## src/rtl/pc_redirect_ctrl_pkg.sv

```systemverilog
// Shared fetch-control definitions: widths, default PC constants, FSM encoding.
// Imported by the redirect controller, its interface and the bench.
package pc_redirect_ctrl_pkg;

    localparam int unsigned PC_W  = 16;
    localparam int unsigned CNT_W = 16;

    localparam logic [PC_W-1:0] DEFAULT_RESET_PC = 16'h0000;
    localparam logic [PC_W-1:0] DEFAULT_PC_INC   = 16'h0002;

    typedef enum logic [1:0] {
        ST_RUN   = 2'd0,
        ST_FLUSH = 2'd1,
        ST_HALT  = 2'd2
    } fetch_state_t;

    // A resolved EX instruction changes the fetch stream when it is a taken branch or a jump.
    function automatic logic is_redirect(input logic br_ex, input logic br_taken, input logic jmp_ex);
        return (br_ex & br_taken) | jmp_ex;
    endfunction

endpackage

```

## src/rtl/pc_redirect_ctrl_if.sv

```systemverilog
// Pipeline-facing bundle of the fetch redirect controller.
// slave is the controller side; master is the pipeline/hazard side.
interface pc_redirect_ctrl_if;
    import pc_redirect_ctrl_pkg::*;

    logic             stall;
    logic             br_ex;
    logic             br_taken;
    logic             jmp_ex;
    logic [PC_W-1:0]  target_ex;
    logic             halt_id;
    logic [PC_W-1:0]  pc;
    logic [PC_W-1:0]  pc_plus;
    logic             flush_if_id;
    logic             flush_id_ex;
    logic             halted;
    logic [CNT_W-1:0] taken_cnt;

    modport master (
        output stall, br_ex, br_taken, jmp_ex, target_ex, halt_id,
        input  pc, pc_plus, flush_if_id, flush_id_ex, halted, taken_cnt
    );

    modport slave (
        input  stall, br_ex, br_taken, jmp_ex, target_ex, halt_id,
        output pc, pc_plus, flush_if_id, flush_id_ex, halted, taken_cnt
    );

endinterface

```

## src/rtl/pc_redirect_ctrl_sat_counter.sv

```systemverilog
// Event counter that sticks at all-ones instead of wrapping.
module sat_counter #(
    parameter int unsigned WIDTH = 16
) (
    input  logic             clk,
    input  logic             rst_n,
    input  logic             inc,
    output logic [WIDTH-1:0] count
);

    always_ff @(posedge clk or negedge rst_n) begin
        if (!rst_n) begin
            count <= '0;
        end else if (inc && (count != {WIDTH{1'b1}})) begin
            count <= count + WIDTH'(1);
        end
    end

endmodule

```

## src/rtl/pc_redirect_ctrl.sv

```systemverilog
// Fetch PC register with branch/jump redirect, one-cycle IF flush shadow and HALT.
// Flush and halted are decoded from state plus the current EX/ID inputs.
module pc_redirect_ctrl
    import pc_redirect_ctrl_pkg::*;
#(
    parameter logic [PC_W-1:0] RESET_PC = DEFAULT_RESET_PC,
    parameter logic [PC_W-1:0] PC_INC   = DEFAULT_PC_INC
) (
    input  logic              clk,
    input  logic              rst_n,
    pc_redirect_ctrl_if.slave bus
);

    fetch_state_t     state_q;
    fetch_state_t     state_d;
    logic [PC_W-1:0]  pc_q;
    logic [PC_W-1:0]  pc_d;
    logic [PC_W-1:0]  pc_plus_c;
    logic [CNT_W-1:0] taken_cnt_q;
    logic             redirect_c;
    logic             cnt_inc_c;
    logic             flush_if_id_c;
    logic             flush_id_ex_c;
    logic             halted_c;

    assign pc_plus_c  = pc_q + PC_INC;
    assign redirect_c = is_redirect(bus.br_ex, bus.br_taken, bus.jmp_ex);

    // Next state, next PC and combinational decode; redirect outranks halt and stall.
    always_comb begin
        state_d       = state_q;
        pc_d          = pc_q;
        cnt_inc_c     = 1'b0;
        flush_if_id_c = 1'b0;
        flush_id_ex_c = 1'b0;
        halted_c      = 1'b0;
        unique case (state_q)
            ST_RUN: begin
                if (redirect_c) begin
                    flush_if_id_c = rst_n;
                    flush_id_ex_c = rst_n;
                    cnt_inc_c     = 1'b1;
                    pc_d          = bus.target_ex;
                    state_d       = ST_FLUSH;
                end else if (bus.halt_id) begin
                    state_d = ST_HALT;
                end else if (!bus.stall) begin
                    pc_d = pc_plus_c;
                end
            end
            // The instructions in ID/EX here are already squashed, so their control bits are ignored.
            ST_FLUSH: begin
                flush_if_id_c = rst_n;
                pc_d          = pc_plus_c;
                state_d       = ST_RUN;
            end
            ST_HALT: begin
                halted_c = 1'b1;
            end
            default: begin
                state_d = ST_RUN;
            end
        endcase
    end

    always_ff @(posedge clk or negedge rst_n) begin
        if (!rst_n) begin
            state_q <= ST_RUN;
            pc_q    <= RESET_PC;
        end else begin
            state_q <= state_d;
            pc_q    <= pc_d;
        end
    end

    sat_counter #(
        .WIDTH (CNT_W)
    ) u_taken_cnt (
        .clk   (clk),
        .rst_n (rst_n),
        .inc   (cnt_inc_c),
        .count (taken_cnt_q)
    );

    assign bus.pc          = pc_q;
    assign bus.pc_plus     = pc_plus_c;
    assign bus.flush_if_id = flush_if_id_c;
    assign bus.flush_id_ex = flush_id_ex_c;
    assign bus.halted      = halted_c;
    assign bus.taken_cnt   = taken_cnt_q;

endmodule

```

## src/flat_wrapper.sv

```systemverilog
// flat-port wrapper written by rule: the top's interface ports become plain ports
module pc_redirect_ctrl_flat import pc_redirect_ctrl_pkg::*;
#(
    parameter logic [PC_W-1:0] RESET_PC = DEFAULT_RESET_PC,
    parameter logic [PC_W-1:0] PC_INC   = DEFAULT_PC_INC
)
  (clk, rst_n, bus_stall, bus_br_ex, bus_br_taken, bus_jmp_ex, bus_target_ex, bus_halt_id, bus_pc, bus_pc_plus, bus_flush_if_id, bus_flush_id_ex, bus_halted, bus_taken_cnt);
  pc_redirect_ctrl_if bus_i ();
  input  logic clk;
  input  logic rst_n;
  input wire logic [$bits(bus_i.stall)-1:0] bus_stall;
  input wire logic [$bits(bus_i.br_ex)-1:0] bus_br_ex;
  input wire logic [$bits(bus_i.br_taken)-1:0] bus_br_taken;
  input wire logic [$bits(bus_i.jmp_ex)-1:0] bus_jmp_ex;
  input wire logic [$bits(bus_i.target_ex)-1:0] bus_target_ex;
  input wire logic [$bits(bus_i.halt_id)-1:0] bus_halt_id;
  output wire logic [$bits(bus_i.pc)-1:0] bus_pc;
  output wire logic [$bits(bus_i.pc_plus)-1:0] bus_pc_plus;
  output wire logic [$bits(bus_i.flush_if_id)-1:0] bus_flush_if_id;
  output wire logic [$bits(bus_i.flush_id_ex)-1:0] bus_flush_id_ex;
  output wire logic [$bits(bus_i.halted)-1:0] bus_halted;
  output wire logic [$bits(bus_i.taken_cnt)-1:0] bus_taken_cnt;
  assign bus_i.stall = bus_stall;
  assign bus_i.br_ex = bus_br_ex;
  assign bus_i.br_taken = bus_br_taken;
  assign bus_i.jmp_ex = bus_jmp_ex;
  assign bus_i.target_ex = bus_target_ex;
  assign bus_i.halt_id = bus_halt_id;
  assign bus_pc = bus_i.pc;
  assign bus_pc_plus = bus_i.pc_plus;
  assign bus_flush_if_id = bus_i.flush_if_id;
  assign bus_flush_id_ex = bus_i.flush_id_ex;
  assign bus_halted = bus_i.halted;
  assign bus_taken_cnt = bus_i.taken_cnt;
  pc_redirect_ctrl #(.RESET_PC(RESET_PC), .PC_INC(PC_INC)) u_core (.clk(clk), .rst_n(rst_n), .bus(bus_i));
endmodule
```

## config.mk

```make
export PLATFORM = sky130hd
export DESIGN_NAME = pc_redirect_ctrl_flat
export DESIGN_NICKNAME = d
export VERILOG_FILES = /design/src/rtl/pc_redirect_ctrl_pkg.sv /design/src/rtl/pc_redirect_ctrl_if.sv /design/src/rtl/pc_redirect_ctrl_sat_counter.sv /design/src/rtl/pc_redirect_ctrl.sv /design/src/flat_wrapper.sv
export SDC_FILE = /design/constraint.sdc
export NUM_CORES = 1
export LEC_CHECK = 0
export ABC_AREA = 1
export CAP_MARGIN = 10
export CORE_MARGIN = 5
export CORE_UTILIZATION = 45
export DETAILED_ROUTE_END_ITERATION = 6
export DONT_BUFFER_PORTS = 1
export GPL_ROUTABILITY_DRIVEN = 1
export MAX_ROUTING_LAYER = met4
export PLACE_DENSITY = 0.64
export SLEW_MARGIN = 20
export SYNTH_ARGS = -nofsm -noshare
export SYNTH_HDL_FRONTEND = slang
export SYNTH_SLANG_ARGS = --single-unit
```

## constraint.sdc

```tcl
create_clock -name clk -period 3.6 [get_ports clk]
set_input_delay 0.36 -clock clk [delete_from_list [all_inputs] [get_ports clk]]
set_output_delay 0.36 -clock clk [all_outputs]
set_load 0.1 [all_outputs]
```

==> out/results.ini, run 1 <==
[status]
status=complete, no violations

[final_layout]
final_core_util=0.574
seq_area_um2=852
drive_gt1_frac=0.168
antenna_cells=0
multi_input_area_um2=1220
nNetsFinal=416
area_growth_pct=21.8
fillers=497

[routing]
routed_wl_um=5960
ant_nets=0
vias=2253
post_drt_via_cell_ratio=4.91
dr.pass1.iters=5
drtIter0Drc=145
drc_errors=0
wire_per_inst_um=13.0

[yosys]
async_reset_ff_frac=1.00
synth_edf_count=0
ys_warn_count=0
synth.area.top_cells=dfrtp_1 (38%), nand2_1 (25%), nor2_1 (8.2%)
synth.distinct_cells=23
synth_common_cells=nand2_1 (148), nor2_1 (49), dfrtp_1 (34), inv_1 (34), nand3_1 (22)
synthesis.area_um2=2250
syn_area_per_cell_um2=6.54
netlist.area_leader.share=0.377
synth_flop_cell=dfrtp_1
synth_most_common_cell=nand2_1
yosysSeqAreaShare=0.377
syn_nets=370
synth.largest_area_cell=dfrtp_1
synth_cells=345
yosys_register_bits=34

[cts]
clk_pin_slew_ps=80
cts_max_path_buffers=2
tritoncts=yes
numCtsBuffers=5
cts_max_level=2
ctsRootBufferMaster=clkbuf_8
worst_skew_pair.late_latency_ps=290
clock-sinks=34

[critical_path]
criticalPathCategory=reg -> out
slowest_stage=dfrtp_1
crit_top_cell=buf_4
critPathRequiredTime_ps=3240
cpLargestDelayFamily=simple AND/OR/NAND/NOR gates
cp-start-kind=flop
reg2reg_slack_ps=1340
arrival_ps=2260
crit_chain=buf_4 > ha_1 > nand3_1 > nor2_1 > nand4_1 > nand2_1 > buf_4
worstSetupEndpointType=output pin
cp_num_buf_inv=2
worst_path_largest_cell_delay_ps=370
crit_fanout=5

[power]
vdd_drop_max_v=0.000150
power_density_nw_per_um2=259
p_leak_nw=1.46

[global_route]
grt_pass1_wl_um=9380
grt_pass1_vias=2047
antenna_found_initial=0
overflow=0
grt_usage=0.192
grt_max_degree=35

[floorplanning]
ios=74
num_rows=25
initial_core_util=0.471
die-area_um2=6530
core_area_um2=4790
dieHeight_um=80.8
die_w_um=80.8

[placement]
io_buffers=0
dp_hpwl_um=4450
gp_congestion=0.877

[job]
maxCapViolCount=0

[sta]
period_share=0.729
relSlewSlack=0.293
tightest_slew_ps=1060
finalHoldViolCount=0
finalClockSkew_ps=8.40
tns_ps=0
setup_viol=0
drv_slew=0
max_freq_mhz=381
fin_crit_ps=2620
rsz0062_at_grt=no

[worst_hold_path]
hold_path_class=in -> reg

## cell usage in the layout, fill, tap and decap left out, drive strengths merged
| cell | Yosys | layout |
|---|---|---|
| nand2 | 153 | 153 |
| nor2 | 51 | 51 |
| buf | 7 | 45 |
| inv | 35 | 35 |
| dfrtp | 34 | 34 |
| nand3 | 24 | 24 |
| o21ai | 13 | 13 |
| xnor2 | 11 | 11 |
| nand4 | 7 | 7 |
| clkbuf | 0 | 7 |
| xor2 | 3 | 3 |
| nand3b | 2 | 2 |
| ha | 2 | 2 |
| o21bai | 1 | 1 |
| a21oi | 1 | 1 |
| o22ai | 1 | 1 |
| clkinv | 0 | 1 |
| dlygate4sd3 | 0 | 1 |
## what timing repair did
| item | in CTS | in global routing |
|---|---|---|
| buffers inserted | 0 | 0 |
| endpoints found under the hold margin | 34 | 0 |
| hold buffers | 2 | 0 |
| resized for setup | 0 | 0 |
| setup endpoints to repair | 0 | 0 |
## stage by stage
stage          cells  hold slack, ps  instance area [um^2]  power [mW]  setup slack (ps)
5_1_grt          459             202                  2750       0.738               825
3_3_place_gp     449            66.0                  2630       0.410              1330
3_5_place_dp     449            66.0                  2630       0.411              1290
2_1_floorplan    345            64.4                  2250       0.406               306
4_1_cts          459             184                  2750       0.721               966
6_report         459             194                  2750       0.711               975
## final timing paths
path / startpoint / to / cells past startpoint
worst max-delay path: u_core.bus.pc[1] / bus_pc_plus[15] / 7
worst min-delay path: bus_target_ex[0] / u_core.bus.pc[0] / 2
worst max register to register: u_core.bus.pc[1] / u_core.bus.pc[5] / 7
worst min register to register: u_core.state_q[0] / u_core.state_q[1] / 1
max in group asynchronous: rst_n / u_core.bus.pc[0] / 2
min in group asynchronous: rst_n / u_core.u_taken_cnt.count[5] / 2
## final cells by class
cell class	count	share of cell area
repair buffers	46	0.131
multi-input cells	269	0.446
well taps	67	0.0305
clock buffers	7	0.0314
flip-flops and latches	34	0.310
clock inverters	1	0.00182
inverters	35	0.0487
## logic make-up (layout without fill, tap and decap cells)
logic type,Yosys count,after routing,share of synthesized area
compound gates,16,16,0.0422
xor+xnor,14,14,0.0544
fa+ha+maj,2,2,0.0111
buf+inv,42,89,0.0816
flops,34,34,0.377
simple gates,237,237,0.433
## flip-flops by register name (all words and copies together), names as in the netlist
name,flops
u_core.state_q,2
u_core.bus.pc,16
u_core.u_taken_cnt.count,16
## routing by layer
layer	vias up	share of wire	GRT usage
li1	1156	-	-
met1	1015	0.45	0.244
met2	78	0.45	0.295
met3	4	0.093	0.0521
met4	0	0.0089	0.0693
met5	-	0	-
## power breakdown
part	switching [mW]	leakage, nW	internal [mW]
clock	0.142	0.0482	0.154
sequential	0	0.458	0.382
combinational	0.0225	0.955	0.0103
total	0.165	1.46	0.546
## worst reg2reg max path, delay by kind of cell (launching register included)
family	cells	cell delay (ps)
buf+inv	2	950
flops	1	370
simple gates	2	250
fa+ha+maj	1	240
compound gates	1	200
xor+xnor	1	190
(Power assumes the default switching activity.)
==> inputs of run 2 (changes only) <==
--- a/config.mk
+++ b/config.mk
@@ -5,7 +5,7 @@
 export SDC_FILE = /design/constraint.sdc
 export NUM_CORES = 1
 export LEC_CHECK = 0
-export ABC_AREA = 1
+export ABC_AREA = 0
 export CAP_MARGIN = 10
 export CORE_MARGIN = 5
 export CORE_UTILIZATION = 45
@@ -13,7 +13,7 @@
 export DONT_BUFFER_PORTS = 1
 export GPL_ROUTABILITY_DRIVEN = 1
 export MAX_ROUTING_LAYER = met4
-export PLACE_DENSITY = 0.64
+export PLACE_DENSITY = 0.66
 export SLEW_MARGIN = 20
 export SYNTH_ARGS = -nofsm -noshare
 export SYNTH_HDL_FRONTEND = slang
==> constraint.sdc (replaced) <==
create_clock -name clk -period 2.4 [get_ports clk]
set_input_delay 0.24 -clock clk [delete_from_list [all_inputs] [get_ports clk]]
set_output_delay 0.24 -clock clk [all_outputs]
set_load 0.1 [all_outputs]
==> run 2 against run 1 <==
Compared with the run above:
- non-clock buffer count is 10 higher
- final cell count is 27% lower
- clock skew is 2.6 ps lower
- sequential cell count unchanged
- critical path type unchanged
==> out/results.ini, run 2 <==
[floorplanning]
die-area_um2=6210
ios=74
num_rows=25
dieHeight_um=78.8
die_w_um=78.8
core_area_um2=4660
initial_core_util=0.457

[critical_path]
reg2reg_depth=4
arrival_ps=1970
criticalPathCategory=reg -> out
worstSetupEndpointType=output pin
cp-start-kind=flop
crit_fanout=6
critPathRequiredTime_ps=2160

[yosys]
ys_warn_count=0
netlist.area_leader.share=0.400
synth.area.top_cells=dfrtp_1 (40%), xnor2_1 (5.3%), o21ai_0 (4.2%)
synth_most_common_cell=dfrtp_1
syn_area_per_cell_um2=9.42
synth.largest_area_cell=dfrtp_1
synth_cells=226
synth_edf_count=0
syn_nets=251
synth_common_cells=dfrtp_1 (34), o21ai_0 (18), nand2_1 (15)
async_reset_ff_frac=1.00
yosysSeqAreaShare=0.400
yosys_register_bits=34
synthesis.area_um2=2130
synth_flop_cell=dfrtp_1
synth.distinct_cells=52

[sta]
max_freq_mhz=453
finalHoldViolCount=0
rsz0062_at_grt=no
setup_viol=0
timing.hold.ws_ps=52.6
finalClockSkew_ps=5.78
drv_slew=0
tns_ps=0
fin_crit_ps=2210
relSlewSlack=0.538
period_share=0.920
tightest_slew_ps=690

[final_layout]
area_growth_pct=41.8
nNetsFinal=304
drive_gt1_frac=0.400
layout_common_cells=buf_4 (47), o21ai_0 (18), dfrtp_1 (18)
antenna_cells=0
final_common_cell=buf_4

[global_route]
grt_max_degree=35
grt_pass1_vias=1975
grt_pass1_wl_um=9930
antenna_found_initial=0
overflow=0
grt_usage=0.208

[cts]
tritoncts=yes
worst_skew_pair.late_latency_ps=300
cts_max_level=2
clk_pin_slew_ps=70
numCtsBuffers=5
ctsRootBufferMaster=clkbuf_8
postCtsSetupBuffers=0
cts_max_path_buffers=2
clock-sinks=34

[routing]
drc_errors=0
ant_nets=0
post_drt_via_cell_ratio=5.80
wire_per_inst_um=17.4
vias=1938
dr.pass1.iters=4
routed_wl_um=5810
drtIter0Drc=130

[placement]
dp_hpwl_um=4310
gp_congestion=0.850
io_buffers=0

[job]
maxCapViolCount=0

[worst_hold_path]
hold_depth=2
hold_path_class=in -> reg

[status]
status=complete, no violations

## run 2: cell types whose count changed in the layout (fill, tap and decap cells not counted), moves of 8 or more
cell and change:
a2bb2oi_1 +8, nor3_1 +11, dfrtp_1 -15, nor2_1 -38
nand2_1 -133, nand3_1 -8, inv_1 -26, a21oi_1 +8
dfrtp_2 +11, xnor2_1 -8
## run 2: logic make-up after synthesis
family          after synthesis  synth area share
mux                           5            0.0282
buf+inv                      18            0.0411
compound gates               53             0.156
fa+ha+maj                     2            0.0117
simple gates                 91             0.269
flops                        34             0.400
xor+xnor                     23            0.0946
## run 2: critical path: stages, from the launching register on
cell and delay (ps):
dfrtp_4 440, ha_4 180, nand2_1 100, or4_4 580, xnor2_4 170, buf_12 190
## run 2: per-layer routing
metal  part of all wire  global-route usage  routed length (um)  vias to the layer above
met3              0.088              0.0567                 509                        7
met2               0.50               0.340                2900                       80
met4              0.012              0.0752                  68                        0
met1               0.40               0.246                2330                      910
li1                   -                   -                   -                      941
met5                  0                   -                   0                        -
## run 2: through the flow
step	cells	area, um^2	worst slack (ps)	utilization
floorplan	226	2330	2.97	-
global placement	324	2850	502	0.611
global route	334	3020	77.9	0.648
detailed placement	324	2850	464	0.611
CTS	334	3020	187	0.648
finish	334	3020	191	0.648
## run 2: path summary, 6_finish.rpt
check	start	to	slack (ps)
max	u_core.bus.pc[1]	bus_pc_plus[13]	190
min	bus_target_ex[0]	u_core.bus.pc[0]	50
max reg2reg	u_core.state_q[0]	u_core.bus.pc[9]	460
min reg2reg	u_core.bus.pc[0]	u_core.bus.pc[0]	510
max in group asynchronous	rst_n	u_core.bus.pc[4]	1810
min in group asynchronous	rst_n	u_core.bus.pc[2]	390
## run 2: what timing repair did
item / CTS / global route
hold endpoints to repair: 34 / 0
hold buffers: 2 / 0
resized for setup: 0 / 0
## run 2: cell type report
class,instances,area [um^2]
fillers,377,1640
multi-input cells,174,1380
flip-flops and latches,34,881
repair buffers,56,523
clock buffers,6,82.6
well taps,54,67.6
clock inverters,2,60.1
inverters,8,30.0
Power of run 2 is not shown: default switching activity piles up to over one toggle a cycle in this logic, so the estimate is an artifact.
